==> config.mk <==
export PLATFORM = sky130hd
export DESIGN_NAME = pc_sequencer_flat
export DESIGN_NICKNAME = d
export VERILOG_FILES = /design/src/rtl/pc_sequencer_if.sv /design/src/rtl/pc_sequencer.sv /design/src/flat_wrapper.sv
export SDC_FILE = /design/constraint.sdc
export NUM_CORES = 1
export LEC_CHECK = 0
export ABC_AREA = 1
export CAP_MARGIN = 20
export CORE_MARGIN = 2
export CORE_UTILIZATION = 51
export DETAILED_ROUTE_END_ITERATION = 10
export GPL_ROUTABILITY_DRIVEN = 0
export PLACE_DENSITY_LB_ADDON = 0.2
export SYNTH_ARGS = -nofsm -noshare
export SYNTH_HDL_FRONTEND = slang
export SYNTH_SLANG_ARGS = --single-unit
==> constraint.sdc <==
create_clock -name clk -period 4.05 [get_ports clk]
set_input_delay 1.215 -clock clk [delete_from_list [all_inputs] [get_ports clk]]
set_output_delay 1.215 -clock clk [all_outputs]
set_load 0.01 [all_outputs]
==> src/rtl/pc_sequencer_if.sv <==
`default_nettype none
// ============================================================================
// Module   : pc_sequencer_if
// Purpose  : Decode/ALU <-> PC sequencer signal bundle.
// Revision : 1.0  initial release
// ============================================================================
interface pc_sequencer_if;
    logic        imem_ready;
    logic        stall;
    logic        is_branch;
    logic        is_br;
    logic [2:0]  cond;
    logic [8:0]  imm;
    logic [15:0] rs_val;
    logic        is_hlt;
    logic [2:0]  flag_we;
    logic [2:0]  flag_in;
    logic [15:0] pc;
    logic [15:0] pc_plus2;
    logic [2:0]  flags;
    logic        taken;
    logic        fetch_req;
    logic        commit;
    logic        halted;

    modport slave (
        input  imem_ready, stall, is_branch, is_br, cond, imm, rs_val,
               is_hlt, flag_we, flag_in,
        output pc, pc_plus2, flags, taken, fetch_req, commit, halted
    );

    modport master (
        output imem_ready, stall, is_branch, is_br, cond, imm, rs_val,
               is_hlt, flag_we, flag_in,
        input  pc, pc_plus2, flags, taken, fetch_req, commit, halted
    );
endinterface
`default_nettype wire

==> src/rtl/pc_sequencer.sv <==
`default_nettype none
// ============================================================================
// Module   : pc_sequencer
// Purpose  : Architectural PC and N/Z/V flag owner; branch resolution and
//            boot / wait / stall / halt sequencing for the single-cycle core.
// Revision : 1.0  initial release
// ============================================================================
module pc_sequencer #(
    parameter logic [15:0] RESET_PC    = 16'h0000,
    parameter int          BOOT_CYCLES = 1
) (
    input  logic           clk,
    input  logic           rst,
    pc_sequencer_if.slave  bus
);

    typedef enum logic [1:0] {
        ST_BOOT = 2'd0,
        ST_RUN  = 2'd1,
        ST_HALT = 2'd2
    } state_t;

    localparam logic [3:0] C_BOOT_LAST = 4'(BOOT_CYCLES - 1);

    state_t      state_q, state_d;
    logic [15:0] pc_q, pc_d;
    logic [2:0]  flags_q, flags_d;
    logic [3:0]  boot_cnt_q, boot_cnt_d;

    logic [15:0] pc_plus2;
    logic [15:0] b_target;
    logic [15:0] next_pc;
    logic        cond_true;
    logic        commit;
    logic        taken;
    logic        flag_n, flag_z, flag_v;

    assign flag_n = flags_q[0];
    assign flag_z = flags_q[1];
    assign flag_v = flags_q[2];

    assign pc_plus2 = pc_q + 16'd2;
    // Word offset scaled to bytes; modulo-2^16 wrap is intentional.
    assign b_target = pc_plus2 + {{6{bus.imm[8]}}, bus.imm, 1'b0};

    // Decisions use the registered flags only, never this cycle's flag_in.
    always_comb begin
        cond_true = 1'b0;
        case (bus.cond)
            3'b000: cond_true = ~flag_z;
            3'b001: cond_true = flag_z;
            3'b010: cond_true = ~flag_z & ~flag_n;
            3'b011: cond_true = flag_n;
            3'b100: cond_true = flag_z | (~flag_z & ~flag_n);
            3'b101: cond_true = flag_n | flag_z;
            3'b110: cond_true = flag_v;
            3'b111: cond_true = 1'b1;
            default: cond_true = 1'b0;
        endcase
    end

    assign commit = (state_q == ST_RUN) & bus.imem_ready & ~bus.stall;
    assign taken  = commit & (bus.is_branch | bus.is_br) & cond_true & ~bus.is_hlt;

    always_comb begin
        next_pc = pc_plus2;
        if (taken) begin
            if (bus.is_br)
                next_pc = bus.rs_val & 16'hFFFE;
            else
                next_pc = b_target;
        end
    end

    always_comb begin
        state_d    = state_q;
        pc_d       = pc_q;
        flags_d    = flags_q;
        boot_cnt_d = boot_cnt_q;
        case (state_q)
            ST_BOOT: begin
                if (boot_cnt_q == C_BOOT_LAST)
                    state_d = ST_RUN;
                else
                    boot_cnt_d = boot_cnt_q + 4'd1;
            end
            ST_RUN: begin
                if (commit) begin
                    flags_d = (flags_q & ~bus.flag_we) | (bus.flag_in & bus.flag_we);
                    if (bus.is_hlt)
                        state_d = ST_HALT;
                    else
                        pc_d = next_pc;
                end
            end
            ST_HALT: begin
            end
            default: state_d = ST_BOOT;
        endcase
    end

    always_ff @(posedge clk or posedge rst) begin
        if (rst) begin
            state_q    <= ST_BOOT;
            pc_q       <= RESET_PC;
            flags_q    <= 3'b000;
            boot_cnt_q <= 4'd0;
        end else begin
            state_q    <= state_d;
            pc_q       <= pc_d;
            flags_q    <= flags_d;
            boot_cnt_q <= boot_cnt_d;
        end
    end

    assign bus.pc        = pc_q;
    assign bus.pc_plus2  = pc_plus2;
    assign bus.flags     = flags_q;
    assign bus.taken     = taken;
    assign bus.commit    = commit;
    assign bus.fetch_req = (state_q != ST_HALT);
    assign bus.halted    = (state_q == ST_HALT);

endmodule
`default_nettype wire

==> src/flat_wrapper.sv <==
// flat-port wrapper written by rule: the top's interface ports become plain ports
module pc_sequencer_flat 
#(
    parameter logic [15:0] RESET_PC    = 16'h0000,
    parameter int          BOOT_CYCLES = 1
)
  (clk, rst, bus_imem_ready, bus_stall, bus_is_branch, bus_is_br, bus_cond, bus_imm, bus_rs_val, bus_is_hlt, bus_flag_we, bus_flag_in, bus_pc, bus_pc_plus2, bus_flags, bus_taken, bus_fetch_req, bus_commit, bus_halted);
  pc_sequencer_if bus_i ();
  input  logic clk;
  input  logic rst;
  input wire logic [$bits(bus_i.imem_ready)-1:0] bus_imem_ready;
  input wire logic [$bits(bus_i.stall)-1:0] bus_stall;
  input wire logic [$bits(bus_i.is_branch)-1:0] bus_is_branch;
  input wire logic [$bits(bus_i.is_br)-1:0] bus_is_br;
  input wire logic [$bits(bus_i.cond)-1:0] bus_cond;
  input wire logic [$bits(bus_i.imm)-1:0] bus_imm;
  input wire logic [$bits(bus_i.rs_val)-1:0] bus_rs_val;
  input wire logic [$bits(bus_i.is_hlt)-1:0] bus_is_hlt;
  input wire logic [$bits(bus_i.flag_we)-1:0] bus_flag_we;
  input wire logic [$bits(bus_i.flag_in)-1:0] bus_flag_in;
  output wire logic [$bits(bus_i.pc)-1:0] bus_pc;
  output wire logic [$bits(bus_i.pc_plus2)-1:0] bus_pc_plus2;
  output wire logic [$bits(bus_i.flags)-1:0] bus_flags;
  output wire logic [$bits(bus_i.taken)-1:0] bus_taken;
  output wire logic [$bits(bus_i.fetch_req)-1:0] bus_fetch_req;
  output wire logic [$bits(bus_i.commit)-1:0] bus_commit;
  output wire logic [$bits(bus_i.halted)-1:0] bus_halted;
  assign bus_i.imem_ready = bus_imem_ready;
  assign bus_i.stall = bus_stall;
  assign bus_i.is_branch = bus_is_branch;
  assign bus_i.is_br = bus_is_br;
  assign bus_i.cond = bus_cond;
  assign bus_i.imm = bus_imm;
  assign bus_i.rs_val = bus_rs_val;
  assign bus_i.is_hlt = bus_is_hlt;
  assign bus_i.flag_we = bus_flag_we;
  assign bus_i.flag_in = bus_flag_in;
  assign bus_pc = bus_i.pc;
  assign bus_pc_plus2 = bus_i.pc_plus2;
  assign bus_flags = bus_i.flags;
  assign bus_taken = bus_i.taken;
  assign bus_fetch_req = bus_i.fetch_req;
  assign bus_commit = bus_i.commit;
  assign bus_halted = bus_i.halted;
  pc_sequencer #(.RESET_PC(RESET_PC), .BOOT_CYCLES(BOOT_CYCLES)) u_core (.clk(clk), .rst(rst), .bus(bus_i));
endmodule
After elaboration in Yosys (flattened, before gate mapping)
Cells that the tools add are included.
{ "word_totals": {"ff_bits": 25, "output_inout_bits": 39, "wordCells": 53} }
{ "classes": {"addsub": 3, "eq_ne": 13, "muxes": 7, "bitwise": 19, "n_reduce_logical": 7} }
{ "op_table": {"columns": ["cell", "n"], "rows": [
  ["$mux 16", 2],
  ["$add 16x16->16", 1],
  ["$add 16x2->16 const B", 1],
  ["$eq 3x3->1 const B", 4],
  ["$pmux 1 s8", 1],
  ["$and 1x1->1", 6],
  ["$and 3x3->3", 2],
  ["$eq 3x2->1 const B", 2],
  ["$mux 2", 3],
  ["$not 1->1", 6],
  ["$pmux 2 s3", 1],
  ["$add 4x1->4 const B", 1],
  ["$logic_not 4->1", 1],
  ["$ne 2x1->1 const B", 2],
  ["$ne 2x2->1 const B", 2],
  ["$reduce_and 2->1", 2],
  ["$reduce_and 4->1", 1],
  ["$eq 3x1->1 const B", 1],
  ["$logic_not 3->1", 1],
  ["$not 3->3", 1],
  ["$or 1x1->1", 3],
  ["$or 3x3->3", 1],
  ["$reduce_and 3->1", 1],
  ["$eq 2x1->1 const B", 1],
  ["other kinds (2)", 2]
]} }

Depth between registers and ports, before layout
{ "depth": {"word_depth": 7, "depth_mapped": 19} }

Worst setup path after synthesis
Ideal clock, no wire load.
{ "synth_path": {"kind": "input-to-output", "startpoint": "input bus_imem_ready", "endpoint": "output bus_taken", "t_arrival_ns": 1.958, "required_ns": 2.835, "setup_slack_ns": 0.877, "cell_stages": 6, "path_cell_list": "inv_1 -> nor3_4 -> nand2_2 -> clkinv_2 -> nand3_4 -> inv_2"} }
{ "synth_between": {"elab_chain_cells": 5} }
{ "synth_lines": {"columns": ["element", "line", "rtl"], "rows": [
  ["start, declared", "flat_wrapper.sv:11", "input wire logic [$bits(bus_i.imem_ready)-1:0] bus_imem_ready;"],
  ["$and 1x1->1 (2 in a row)", "pc_sequencer.sv:62", "assign commit = (state_q == ST_RUN) & bus.imem_ready & ~bus.stall;"],
  ["via bus_commit", "flat_wrapper.sv:26", "output wire logic [$bits(bus_i.commit)-1:0] bus_commit;"],
  ["$and 1x1->1 (3 in a row)", "pc_sequencer.sv:63", "assign taken = commit & (bus.is_branch | bus.is_br) & cond_true & ~bus.is_hlt;"],
  ["end, declared", "flat_wrapper.sv:24", "output wire logic [$bits(bus_i.taken)-1:0] bus_taken;"]
]} }
The timed path passes the listed nets, and every way through them passes these cells.

Final worst setup path
{ "layout_path": {"startpoint": "input bus_imem_ready", "endpoint": "output bus_commit"} }
{ "layout_between": {"elab_chain_cells": 2} }
{ "layout_lines": {"columns": ["element", "line"], "rows": [
  ["$and 1x1->1 (2 in a row)", "pc_sequencer.sv:62"],
  ["end, declared", "flat_wrapper.sv:26"]
]} }
No other way between the ends.

==> reports/metrics.csv <==
stage;metric;value;unit
sta;clock skew;5.96;ps
clock_tree;CTS tree;yes;
clock_tree;CTS Hold Buffers Added;0;
global_routing;Total GRT Usage;26.6;%
yosys;Syn Area/Cell;6.68;µm²
power_and_ir_drop;Final Total Pwr;2.24;mW
worst_hold_path;Hold Crit Class;register to register;
global_routing;global-route wire length before repair;11100;µm
clock_tree;Worst-Skew Late Latency;270;ps
power_and_ir_drop;Power Density;675;nW/µm²
detailed_routing;vias post-DR;2599;
sta;Slew headroom;37.5;%
placed_design;port bufs;76;
clock_tree;H-tree Lvls;1;
detailed_routing;post-route ant nets;0;
global_routing;vias in the first global route;2465;
clock_tree;Num CTS Buffers;3;
yosys;largest area contributor in the netlist;dfrtp_1;
global_routing;global route overflow;0;
sta;worst slew pin tran;937;ps
placed_design;Area after DPL;3260;µm²
setup_path;r2r setup slk;1170;ps
yosys;post-synth top area share;24.8;%
cells_and_area;final instance area;3320;µm²
setup_path;Largest delay share family, worst path;buffers and inverters;
yosys;Synth cell types;39;
cells_and_area;Area Overhead vs Synth;36.8;%
setup_path;Crit Path Max Fanout;4;
sta;Max Fclk;261;MHz
cells_and_area;antenna cells;0;
global_routing;largest net degree at the start of global routing;25;
setup_path;cell with the most instances on the worst path;clkdlybuf4s50_1;
setup_path;Worst Setup SP;bus_imem_ready;
yosys;flops & latches, synth;24;
power_and_ir_drop;Leak;1.67;nW
job;Max-Cap Viols;0;
clock_tree;CTS Buffer Depth;2;
power_and_ir_drop;Psw;1.06;mW
detailed_routing;drt via density;5.22;
power_and_ir_drop;clock share of power;7.3;%
yosys;Post-Syn Area;2420;µm²
setup_path;number of cells on the worst reg-to-reg path;15;
die;Ports;80;
yosys;Synth async-reset ratio;100;%
setup_path;CP cell instances;clkdlybuf4s50_1 > inv_1 > nor3_4 > buf_4 > clkdlybuf4s50_1;
detailed_routing;Starting DRT DRC Count;89;
sta;max-slew violation count;0;
yosys;synth warn;0;
yosys;predominant post-synthesis flop cell;dfrtp_1;
die;Die Y;73.0;µm
setup_path;Worst setup EP type;output pin;
setup_path;Critical Path Source Type;input port;
cells_and_area;nets;507;
power_and_ir_drop;Pint;1.18;mW
placed_design;Placed Instances;494;
yosys;top cells by area, synth;dfrtp_1 (25%), nand2_1 (13%), ha_1 (10%), inv_1 (8.0%), a21oi_1 (6.6%);
run_status;status;finished clean;
power_and_ir_drop;switch share;47.5;%
setup_path;arrival time at the worst endpoint;2620;ps
die;Initial Util;52.0;%
power_and_ir_drop;Combinational Power Share;72.9;%
die;die span in x;73.0;µm
setup_path;R2R Path Start;u_core.bus.pc[1];
setup_path;reg2reg end;u_core.bus.pc[14];
sta;min cycle time layout;3840;ps
setup_path;slowest CP cell;clkdlybuf4s50_1;
placed_design;dpl hpwl;5170;µm
power_and_ir_drop;Seq pwr share;19.8;%
global_routing;initial antenna violation count;0;
worst_hold_path;hold_sp;u_core.boot_cnt_q[3];
die;Core Region;4660;µm²
clock_tree;CTS clk-pin slew, worst paths;80;ps
setup_path;WP buf/inv;4;
detailed_routing;DR pass1 iterations;4;
power_and_ir_drop;maximum VDD drop;0.289;mV
sta;Setup violations, final;0;
yosys;post-synthesis sequential area ratio;24.8;%
sta;RSZ-0062 raised after global routing;false;
setup_path;crit path capture;bus_commit;
die;Die ar.;5320;µm²
detailed_routing;DRC viols;0;
setup_path;CP Depth;5;
clock_tree;cts repair resizes;1;
detailed_routing;Routed WL per cell;13.2;µm
detailed_routing;Post-Route WL;6560;µm
yosys;number of enable flip-flop cells after synthesis;0;
sta;Final Hold Viols;0;
cells_and_area;Post-Layout Cell Count;498;
cells_and_area;layout cells sized above 1;6.31;%
setup_path;slowest stage delay, CP;540;ps
setup_path;WP data required;2830;ps
sta;hold_ws;474;ps
clock_tree;clock root buffer;clkbuf_8;
cells_and_area;fillers;406;
die;FP Rows;25;
clock_tree;Post-CTS Setup Bufs;0;
clock_tree;clock sink count;24;
sta;Tcrit/Tclk final;94.8;%
setup_path;crit path kind;input port to output pin;
yosys;Synth Instances;363;
==> per-stage QoR <==
stage	setup WS, ps	utilization, %	setup TNS [ps]
finish	212	71.2	0
global route	104	71.2	0
CTS	203	71.2	0
detailed placement	-6.60	70.0	-6.60
global placement	29.9	70.0	0
floorplan	877	-	0
==> worst register-to-register path, stage by stage, from the launching register on <==
cell and delay (ps):
dfrtp_1 430, ha_1 200, nand3_1 140, nor2_2 260, nand2_1 110, xnor2_1 260
buf_4 180, ha_1 260, nand2_1 70, nand2_1 60, o21bai_1 170, a21oi_1 200
nand3_1 90, nand3_1 120, nand2_1 80, a21boi_0 160
==> layout by cell type (no fill, tap or decap), types with 3 or more instances in the layout <==
| cell type | count |
|---|---|
| nand4_1 | 6 |
| ha_1 | 20 |
| xor2_1 | 13 |
| buf_4 | 7 |
| o21ai_0 | 17 |
| a21oi_1 | 32 |
| nand2_1 | 86 |
| dfrtp_1 | 24 |
| a21boi_0 | 4 |
| clkbuf_8 | 4 |
| o22ai_1 | 6 |
| nor2_1 | 35 |
| clkdlybuf4s50_1 | 75 |
| nor2_2 | 3 |
| inv_1 | 52 |
| xnor2_1 | 5 |
| or2_2 | 4 |
| nand3_1 | 24 |
==> synth_stat cells (all sizes together) (2+ instances only) <==
cell,instances
o211ai,2
xor2,13
nor3,3
nor2,38
o21ai,17
o21bai,2
a22oi,2
clkbuf,2
dfrtp,24
inv,54
a21oi,32
a21boi,5
xnor2,5
clkinv,2
ha,20
or2,4
buf,5
nand3,25
o22ai,6
nand2,88
nand4,6
==> power groups by stage <==
stage | combinational [mW] | sequential (mW) | clock, mW
detailed placement | 1.61 | 0.442 | 0
finish | 1.63 | 0.443 | 0.164
floorplan | 0.952 | 0.466 | 0
CTS | 1.63 | 0.441 | 0.167
global route | 1.82 | 0.458 | 0.178
global placement | 1.59 | 0.441 | 0
==> registers in the layout, summed over array words and instances (netlist names) <==
name	count
u_core.boot_cnt_q	4
u_core.bus.pc	15
u_core.state_q	2
u_core.bus.flags	3
==> worst min path at each step <==
stage / to / slack [ps] / cells past startpoint
final: u_core.boot_cnt_q[3] / 470 / 1
after global routing: u_core.boot_cnt_q[3] / 480 / 1
after CTS: u_core.boot_cnt_q[3] / 470 / 1
after detailed placement: u_core.boot_cnt_q[3] / 460 / 1
after global placement: u_core.boot_cnt_q[3] / 460 / 1
after floorplan: u_core.boot_cnt_q[3] / 440 / 1
==> cells by family after synthesis <==
group	Yosys count	synth area share, %
buffers and inverters	63	10.6
AO/OA/AOI/OAI	69	16.3
AND/OR/NAND/NOR	166	30.1
flip-flops	24	24.8
XOR/XNOR	18	6.50
adder cells (fa/ha/maj)	21	11.1
other	1	0.155
multiplexers	1	0.464
==> cell type report <==
| class | count | area (µm²) | area share, % |
|---|---|---|---|
| clock buffer | 4 | 55.1 | 1.66 |
| multi-input combinational | 277 | 1570 | 47.3 |
| sequential | 24 | 601 | 18.1 |
| inverter | 56 | 211 | 6.37 |
| timing repair buffer | 83 | 812 | 24.5 |
| tap | 54 | 67.6 | 2.04 |
==> metal layers <==
metal / routed length (µm) / GRT usage, %
met1: 2890 / 35.2
met2: 3180 / 45.8
met3: 440 / 4.01
met4: 57 / 6.58
met5: 0 / 0
Note: power is estimated with default switching activity, not from simulation.
